**config.mk**
```make
export PLATFORM = sky130hd
export DESIGN_NAME = bnn_sequencer
export DESIGN_NICKNAME = d
export VERILOG_FILES = /design/src/rtl/bnn_sequencer.sv
export SDC_FILE = /design/constraint.sdc
export NUM_CORES = 1
export LEC_CHECK = 0
export ABC_AREA = 1
export CORE_MARGIN = 2
export CORE_UTILIZATION = 35
export CTS_CLUSTER_SIZE = 8
export DETAILED_ROUTE_END_ITERATION = 10
export PLACE_DENSITY = 0.6
export SLEW_MARGIN = 20
export SYNTH_ARGS = -nofsm -noshare
export SYNTH_HDL_FRONTEND = slang
export SYNTH_SLANG_ARGS = --single-unit
```
**constraint.sdc**
```tcl
create_clock -name clk -period 1.72 [get_ports clk]
set_input_delay 0.172 -clock clk [delete_from_list [all_inputs] [get_ports clk]]
set_output_delay 0.172 -clock clk [all_outputs]
set_load 0.01 [all_outputs]
```
**src/rtl/bnn_sequencer.sv**
```systemverilog
// Host-side controller for the tiny_bnn core: streams the parameter chain in setup mode,
// then runs one nibble-split inference at a time and returns the core output via valid/ready.
module bnn_sequencer #(
   parameter int PARAM_BITS     = 232,
   parameter int RESULT_LATENCY = 1
) (
   input  logic       clk,
   input  logic       reset,
   input  logic       cfg_start,
   input  logic       cfg_valid,
   output logic       cfg_ready,
   input  logic [7:0] cfg_data,
   output logic       cfg_done,
   input  logic       in_valid,
   output logic       in_ready,
   input  logic [7:0] in_data,
   output logic       out_valid,
   input  logic       out_ready,
   output logic [7:0] out_data,
   input  logic [7:0] bnn_out,
   output logic       bnn_setup,
   output logic       bnn_param,
   output logic       bnn_bank_hi,
   output logic [3:0] bnn_x
);

   localparam int CW = $clog2(PARAM_BITS + 1);
   localparam int WW = $clog2(RESULT_LATENCY + 1);

   typedef enum logic [2:0] {UNCFG, CFG_LOAD, CFG_SHIFT, IDLE, LO, HI, WAIT, OUT} state_t;

   state_t        state_q;
   logic [CW-1:0] bitCnt_q;
   logic [2:0]    byteIdx_q;
   logic [6:0]    shiftReg_q;
   logic [3:0]    hiNibble_q;
   logic [WW-1:0] waitCnt_q;
   logic          cfgReady_q;
   logic          cfgDone_q;
   logic          inReady_q;
   logic          outValid_q;
   logic [7:0]    outData_q;
   logic          setup_q;
   logic          param_q;
   logic          bankHi_q;
   logic [3:0]    x_q;

   // cfg_start restarts configuration from any state; the core is pushed back into setup
   // with cleared inputs and any inference in flight is silently dropped.
   always_ff @(posedge clk) begin
      if (reset) begin
         state_q    <= UNCFG;
         bitCnt_q   <= '0;
         byteIdx_q  <= '0;
         shiftReg_q <= '0;
         hiNibble_q <= '0;
         waitCnt_q  <= '0;
         cfgReady_q <= 1'b0;
         cfgDone_q  <= 1'b0;
         inReady_q  <= 1'b0;
         outValid_q <= 1'b0;
         outData_q  <= '0;
         setup_q    <= 1'b1;
         param_q    <= 1'b0;
         bankHi_q   <= 1'b0;
         x_q        <= '0;
      end else if (cfg_start) begin
         state_q    <= CFG_LOAD;
         bitCnt_q   <= '0;
         cfgReady_q <= 1'b1;
         cfgDone_q  <= 1'b0;
         inReady_q  <= 1'b0;
         outValid_q <= 1'b0;
         setup_q    <= 1'b1;
         param_q    <= 1'b0;
         bankHi_q   <= 1'b0;
         x_q        <= '0;
      end else begin
         case (state_q)
            CFG_LOAD: begin
               if (cfg_valid && cfgReady_q) begin
                  param_q    <= cfg_data[0];
                  shiftReg_q <= cfg_data[7:1];
                  byteIdx_q  <= '0;
                  cfgReady_q <= 1'b0;
                  state_q    <= CFG_SHIFT;
               end
            end
            // Each cycle here presents one chain bit; the tail of the last byte is dropped
            // as soon as the chain is full.
            CFG_SHIFT: begin
               bitCnt_q <= bitCnt_q + 1'b1;
               if (bitCnt_q == CW'(PARAM_BITS - 1)) begin
                  setup_q   <= 1'b0;
                  param_q   <= 1'b0;
                  cfgDone_q <= 1'b1;
                  inReady_q <= 1'b1;
                  state_q   <= IDLE;
               end else if (byteIdx_q == 3'd7) begin
                  param_q    <= 1'b0;
                  cfgReady_q <= 1'b1;
                  state_q    <= CFG_LOAD;
               end else begin
                  param_q    <= shiftReg_q[0];
                  shiftReg_q <= {1'b0, shiftReg_q[6:1]};
                  byteIdx_q  <= byteIdx_q + 3'd1;
               end
            end
            IDLE: begin
               if (in_valid && inReady_q) begin
                  x_q        <= in_data[3:0];
                  bankHi_q   <= 1'b0;
                  hiNibble_q <= in_data[7:4];
                  inReady_q  <= 1'b0;
                  state_q    <= LO;
               end
            end
            LO: begin
               x_q      <= hiNibble_q;
               bankHi_q <= 1'b1;
               state_q  <= HI;
            end
            HI: begin
               waitCnt_q <= WW'(1);
               state_q   <= WAIT;
            end
            // The core rewrites the selected bank every cycle, so x/bank_hi stay on the
            // high nibble until the result has been captured.
            WAIT: begin
               if (waitCnt_q == WW'(RESULT_LATENCY)) begin
                  outData_q  <= bnn_out;
                  outValid_q <= 1'b1;
                  state_q    <= OUT;
               end else begin
                  waitCnt_q <= waitCnt_q + 1'b1;
               end
            end
            OUT: begin
               if (out_ready) begin
                  outValid_q <= 1'b0;
                  inReady_q  <= 1'b1;
                  state_q    <= IDLE;
               end
            end
            default: ;
         endcase
      end
   end

   assign cfg_ready   = cfgReady_q;
   assign cfg_done    = cfgDone_q;
   assign in_ready    = inReady_q;
   assign out_valid   = outValid_q;
   assign out_data    = outData_q;
   assign bnn_setup   = setup_q;
   assign bnn_param   = param_q;
   assign bnn_bank_hi = bankHi_q;
   assign bnn_x       = x_q;

endmodule

```
==> results of run 1 <==
tightest hold or removal path, cell delays in order (launching register included):
cell and delay (ns):
dfxtp_1 0.32, inv_1 0.04, a21oi_1 0.05
sequential cells by signal (all words and copies together) (netlist names):
signal	flops
out_valid	1
in_ready	1
bitCnt_q	8
state_q	3
cfg_done	1
out_data	8
bnn_param	1
waitCnt_q	1
bnn_setup	1
cfg_ready	1
byteIdx_q	3
hiNibble_q	4
bnn_bank_hi	1
shiftReg_q	7
bnn_x	4
path summary, 6_finish.rpt:
| kind | start | slack, ns | cells after the start | end |
|---|---|---|---|---|
| worst max-delay path | state_q[2] | 0.19 | 7 | state_q[1] |
| worst min-delay path | cfg_done | 0.45 | 2 | cfg_done |
| worst max register to register | state_q[2] | 0.19 | 7 | state_q[1] |
| worst min register to register | cfg_done | 0.45 | 2 | cfg_done |
per-stage QoR:
stage / util [%] / hold WS, ns / instances / setup WS, ns
final: 47.6 / 0.450 / 445 / 0.187
after global routing: 47.6 / 0.469 / 445 / 0.0438
after CTS: 47.5 / 0.450 / 445 / 0.0741
after detailed placement: 46.0 / 0.432 / 437 / 0.0816
after global placement: 46.0 / 0.431 / 437 / 0.111
after floorplan: - / 0.241 / 313 / 0.342
Yosys cell counts, drive strengths merged:
cell type and count:
nand2 78, nand3 14, nor3 5, clkbuf 2
buf 6, dfxtp 45, o21a 1, nand4 3
inv 40, a31oi 2, xor2 2, o21bai 1
o21ai 30, ha 3, nor2 60, a21oi 21
cells by family after synthesis:
group,after synthesis
buffers and inverters,48
adder cells (fa/ha/maj),3
AO/OA/AOI/OAI,55
AND/OR/NAND/NOR,160
XOR/XNOR,2
flip-flops,45
timing repair:
action	CTS	global route
hold buffers	0	0
resized for setup	0	3
setup endpoints to repair	0	7
hold endpoints to repair	0	0
routing by layer:
layer  wire (µm)  part of all wire [%]  GRT usage (%)
met5           0                     0              0
met4          66                   1.4           4.92
met3         181                   3.8           3.48
met2        2210                    46           25.6
met1        2320                    49           19.8
layout make-up:
cell class,instances,area (µm²),area share [%]
Multi-Input combinational cell,220,1040,36.9
Sequential cell,45,903,31.9
Timing Repair Buffer,57,548,19.3
Inverter,40,153,5.39
Tap cell,75,93.8,3.31
Clock buffer,5,68.8,2.43
Clock inverter,3,21.3,0.751
where the power goes:
part           internal (mW)  switching, mW  total, mW
Combinational          0.152          0.173      0.325
Sequential              1.07         0.0285       1.10
Clock                  0.289          0.383      0.672
==> flow_summary.ini, run 1 <==
[detailed_routing]
drtPass1Iterations = 4
antenna_left = 0
avgRoutedWirePerCell_um = 10.7
num_vias = 2038
wirelength_mm = 4.78
drtIter0Drc = 85
route.detailed.drc = 0
vias_per_cell = 4.58

[cells_and_area]
final_area_um2 = 2830
layout-drive-gt1-share_pct = 9.73
fill_cells = 646
layout_commonest_cell = nand2_1
syn_to_final_growth_pct = 31.3
final_cell_mix = 75 x nand2_1, 57 x nor2_1, 48 x clkdlybuf4s50_1, 43 x dfxtp_1, 36 x inv_1
nNetsFinal = 402
num_antenna_cells = 0

[yosys]
synth-compound-area-share_pct = 13.3
synthesis.nets = 346
synth_top_area_share_pct = 41.8
synth_top_family_by_area = simple AND/OR/NAND/NOR gates
synth.avg_cell_area_um2 = 6.89
synth_warnings = 0
synth-simple-area-share_pct = 32.5
synth_area_leader_cell = dfxtp_1
synth.area.top_cells = dfxtp_1 42%, nand2_1 13%, nor2_1 10%
synth_xor_area_share_pct = 0.812
synthAdderAreaFrac_pct = 1.74
synth_seq_area_share_pct = 41.8
synthCells = 313
netlist_area_um2 = 2160
ys_types = 28
synthMuxAreaShare_pct = 0
ys_ff_latch = 45

[grt]
track_usage_pct = 15.4
grt_pass1_wl_mm = 8.09
gr-total-overflow = 0
antenna_found_initial = 0
grt_start_max_net_pins = 21
grt_pass1_vias = 1863

[timing]
setup_viol = 0
fmax_ghz = 0.652
slew_viol_final = 0
period_needed_ns = 1.53
grt_setup_unrepaired = false
tightestPinTransition_ns = 0.409
timing.final.crit_share_pct = 89.1
fin_worst_skew_ns = 0.00466
slew_headroom_pct = 72.7
fin_setup_tns_ns = 0
finalHoldViolations = 0

[critical_path]
worstSetupStartpointType = flip-flop
critPathBufInv = 2
slowest_delay_ns = 0.58
crit_required_ns = 1.92
path_class = flip-flop to flip-flop
cp-end-kind = flip-flop
crit_family = flip-flops
critical_path.cell_chain = inv_4, nand3_4, inv_2, nand2_1, o21ai_0, nor2_1, nor2_1
cpMostUsedCell = nor2_1
critical_path_arrival_ns = 1.74
cp_max_fo = 10
worst_path_max_delay_cell = dfxtp_1

[clock_tree]
clk_latency_ns = 0.30
post_cts_buffers = 0
clk_pin_slew_worst_paths_ns = 0.09
clk_path_buf_depth = 2
cts.sinks = 45
cts_buffers = 5
cts_root_buf = clkbuf_8
htreeDepth = 2
cts_tree = done

[die]
chipWidth_um = 82.5
dieHeight_um = 82.5
initial_core_util_pct = 36.2
io_pins = 49
dieArea_um2 = 6810
rows = 28
core_area_um2 = 5960

[placed_design]
dpl-instance-area_um2 = 2740
gp_congestion = 0.836
hpwl_mm = 3.63
io_buffers = 48

[outcome]
status = completed

[power_and_ir_drop]
power_density_nw_per_um2 = 741
ir_drop_mv = 0.318
leakagePower_nw = 1.20
p_total_mw = 2.10

[flow_run]
max_cap_violations = 0

[min_path]
worstHoldPathType = flip-flop to flip-flop
(Power assumes the default switching activity.)
==> inputs of run 2 (changes only) <==
MAX_ROUTING_LAYER = met4   (was not set)
==> flow_summary.ini, run 2 (synthesized netlist as in run 1, its figures left out) <==
[power_and_ir_drop]
ir_drop_mv = 0.318
p_switching_mw = 0.585
leakagePower_nw = 1.20
swShare_pct = 27.9
combPwrFrac_pct = 15.5
p_int_mw = 1.52
pwr-share-clk_pct = 32.0
sequentialPowerShare_pct = 52.5
power_density_nw_per_um2 = 742

[critical_path]
endpoint = state_q[1]
worst_path_max_delay_cell = dfxtp_1
cpMostUsedCell = nor2_1
crit_family = flip-flops
regToRegSetupSlack_ns = 0.19
cp_max_fo = 10
reg2regPathDepth = 7
crit_path_start = state_q[2]
crit_required_ns = 1.92
critical_path_depth = 7
slowest_delay_ns = 0.58
critPathBufInv = 2
critical_path.cell_chain = inv_4, nand3_4, inv_2, nand2_1, o21ai_0, nor2_1, nor2_1
r2r-end = state_q[1]
cp-end-kind = flip-flop
worstSetupStartpointType = flip-flop
path_class = flip-flop to flip-flop
critical_path_arrival_ns = 1.74
rr_startpoint = state_q[2]

[die]
io_pins = 49
initial_core_util_pct = 36.2
core_area_um2 = 5960
dieHeight_um = 82.5
dieArea_um2 = 6810
rows = 28
chipWidth_um = 82.5

[detailed_routing]
route.detailed.drc = 0
wirelength_mm = 4.78
vias_per_cell = 4.58
antenna_left = 0
drtPass1Iterations = 4
num_vias = 2040
drtIter0Drc = 85
avgRoutedWirePerCell_um = 10.7

[timing]
period_needed_ns = 1.53
setup_viol = 0
fin_worst_skew_ns = 0.00474
slew_headroom_pct = 72.7
grt_setup_unrepaired = false
finalHoldViolations = 0
fin_setup_tns_ns = 0
slew_viol_final = 0
tightestPinTransition_ns = 0.409
timing.final.crit_share_pct = 89.1
fmax_ghz = 0.652
fin_ws_ns = 0.187

[cells_and_area]
num_antenna_cells = 0
syn_to_final_growth_pct = 31.3
fin_util_pct = 47.6
layout-drive-gt1-share_pct = 9.73
layout_commonest_cell = nand2_1
final_cell_mix = 75 x nand2_1, 57 x nor2_1, 48 x clkdlybuf4s50_1, 43 x dfxtp_1, 36 x inv_1
nNetsFinal = 402

[grt]
grt_pass1_vias = 1862
antenna_found_initial = 0
grt_start_max_net_pins = 21
track_usage_pct = 15.8
gr-total-overflow = 0
grt_pass1_wl_mm = 8.09

[min_path]
worstHoldPathType = flip-flop to flip-flop

[clock_tree]
cts_buffers = 5
clk_pin_slew_worst_paths_ns = 0.09
htreeDepth = 2
cts_hold_buffers = 0
clk_path_buf_depth = 2
clk_latency_ns = 0.30
cts_tree = done
post_cts_buffers = 0
cts.sinks = 45
cts_root_buf = clkbuf_8

[flow_run]
max_cap_violations = 0

[outcome]
status = completed

[placed_design]
hpwl_mm = 3.63
gp_congestion = 0.848
io_buffers = 48
post-place-ws_ns = 0.0816
[run 2: cell counts in the layout (fill, tap and decap cells not counted)]
Identical to the previous run, type by type.
[run 2: how the worst min path moves through the flow]
stage | start | end | slack [ns] | depth (start not counted)
global route | cfg_done | cfg_done | 0.47 | 2
detailed placement | bnn_setup | bnn_setup | 0.43 | 2
global placement | bnn_setup | bnn_setup | 0.43 | 2
floorplan | reset | byteIdx_q[1] | 0.24 | 1
finish | cfg_done | cfg_done | 0.45 | 2
CTS | bnn_out[7] | out_data[7] | 0.45 | 3
[run 2: tightest hold or removal path, delay by kind of cell (launching register included)]
| kind | cells | cell delay [ns] |
|---|---|---|
| compound gates | 1 | 0.05 |
| flops | 1 | 0.32 |
| buf+inv | 1 | 0.04 |
[run 2: area by class of cell]
type / instances / area (µm²)
Multi-Input combinational cell: 220 / 1040
Clock buffer: 5 / 68.8
Tap cell: 75 / 93.8
Sequential cell: 45 / 903
Timing Repair Buffer: 57 / 548
Inverter: 40 / 153
Clock inverter: 3 / 21.3
Fill cell: 646 / 3120
[run 2: power groups by stage]
stage	combinational [mW]	sequential (mW)	clock [mW]
after floorplan	0.222	1.11	0
after global placement	0.326	1.13	0
after detailed placement	0.327	1.13	0
after CTS	0.329	1.10	0.697
after global routing	0.370	1.11	0.737
final	0.325	1.10	0.672
[run 2: per-layer routing]
layer | up-vias | global-route usage [%] | part of all wire [%]
li1 | 1093 | - | -
met4 | 0 | 4.92 | 1.5
met3 | 6 | 3.26 | 3.5
met2 | 33 | 25.6 | 46
met1 | 908 | 19.9 | 49
met5 | - | - | 0
[run 2: repair_timing]
item,CTS,global route
resized for setup,0,3
endpoints found under the hold margin,0,0
endpoints found under the setup margin,0,7
[run 2: stage by stage]
| stage | hold slack (ns) | instances | cell area [µm²] | power [mW] |
|---|---|---|---|---|
| after floorplan | 0.241 | 313 | 2160 | 1.33 |
| after global placement | 0.431 | 437 | 2740 | 1.45 |
| after detailed placement | 0.432 | 437 | 2740 | 1.45 |
| after CTS | 0.450 | 445 | 2830 | 2.13 |
| after global routing | 0.469 | 445 | 2830 | 2.22 |
| final | 0.450 | 445 | 2830 | 2.10 |
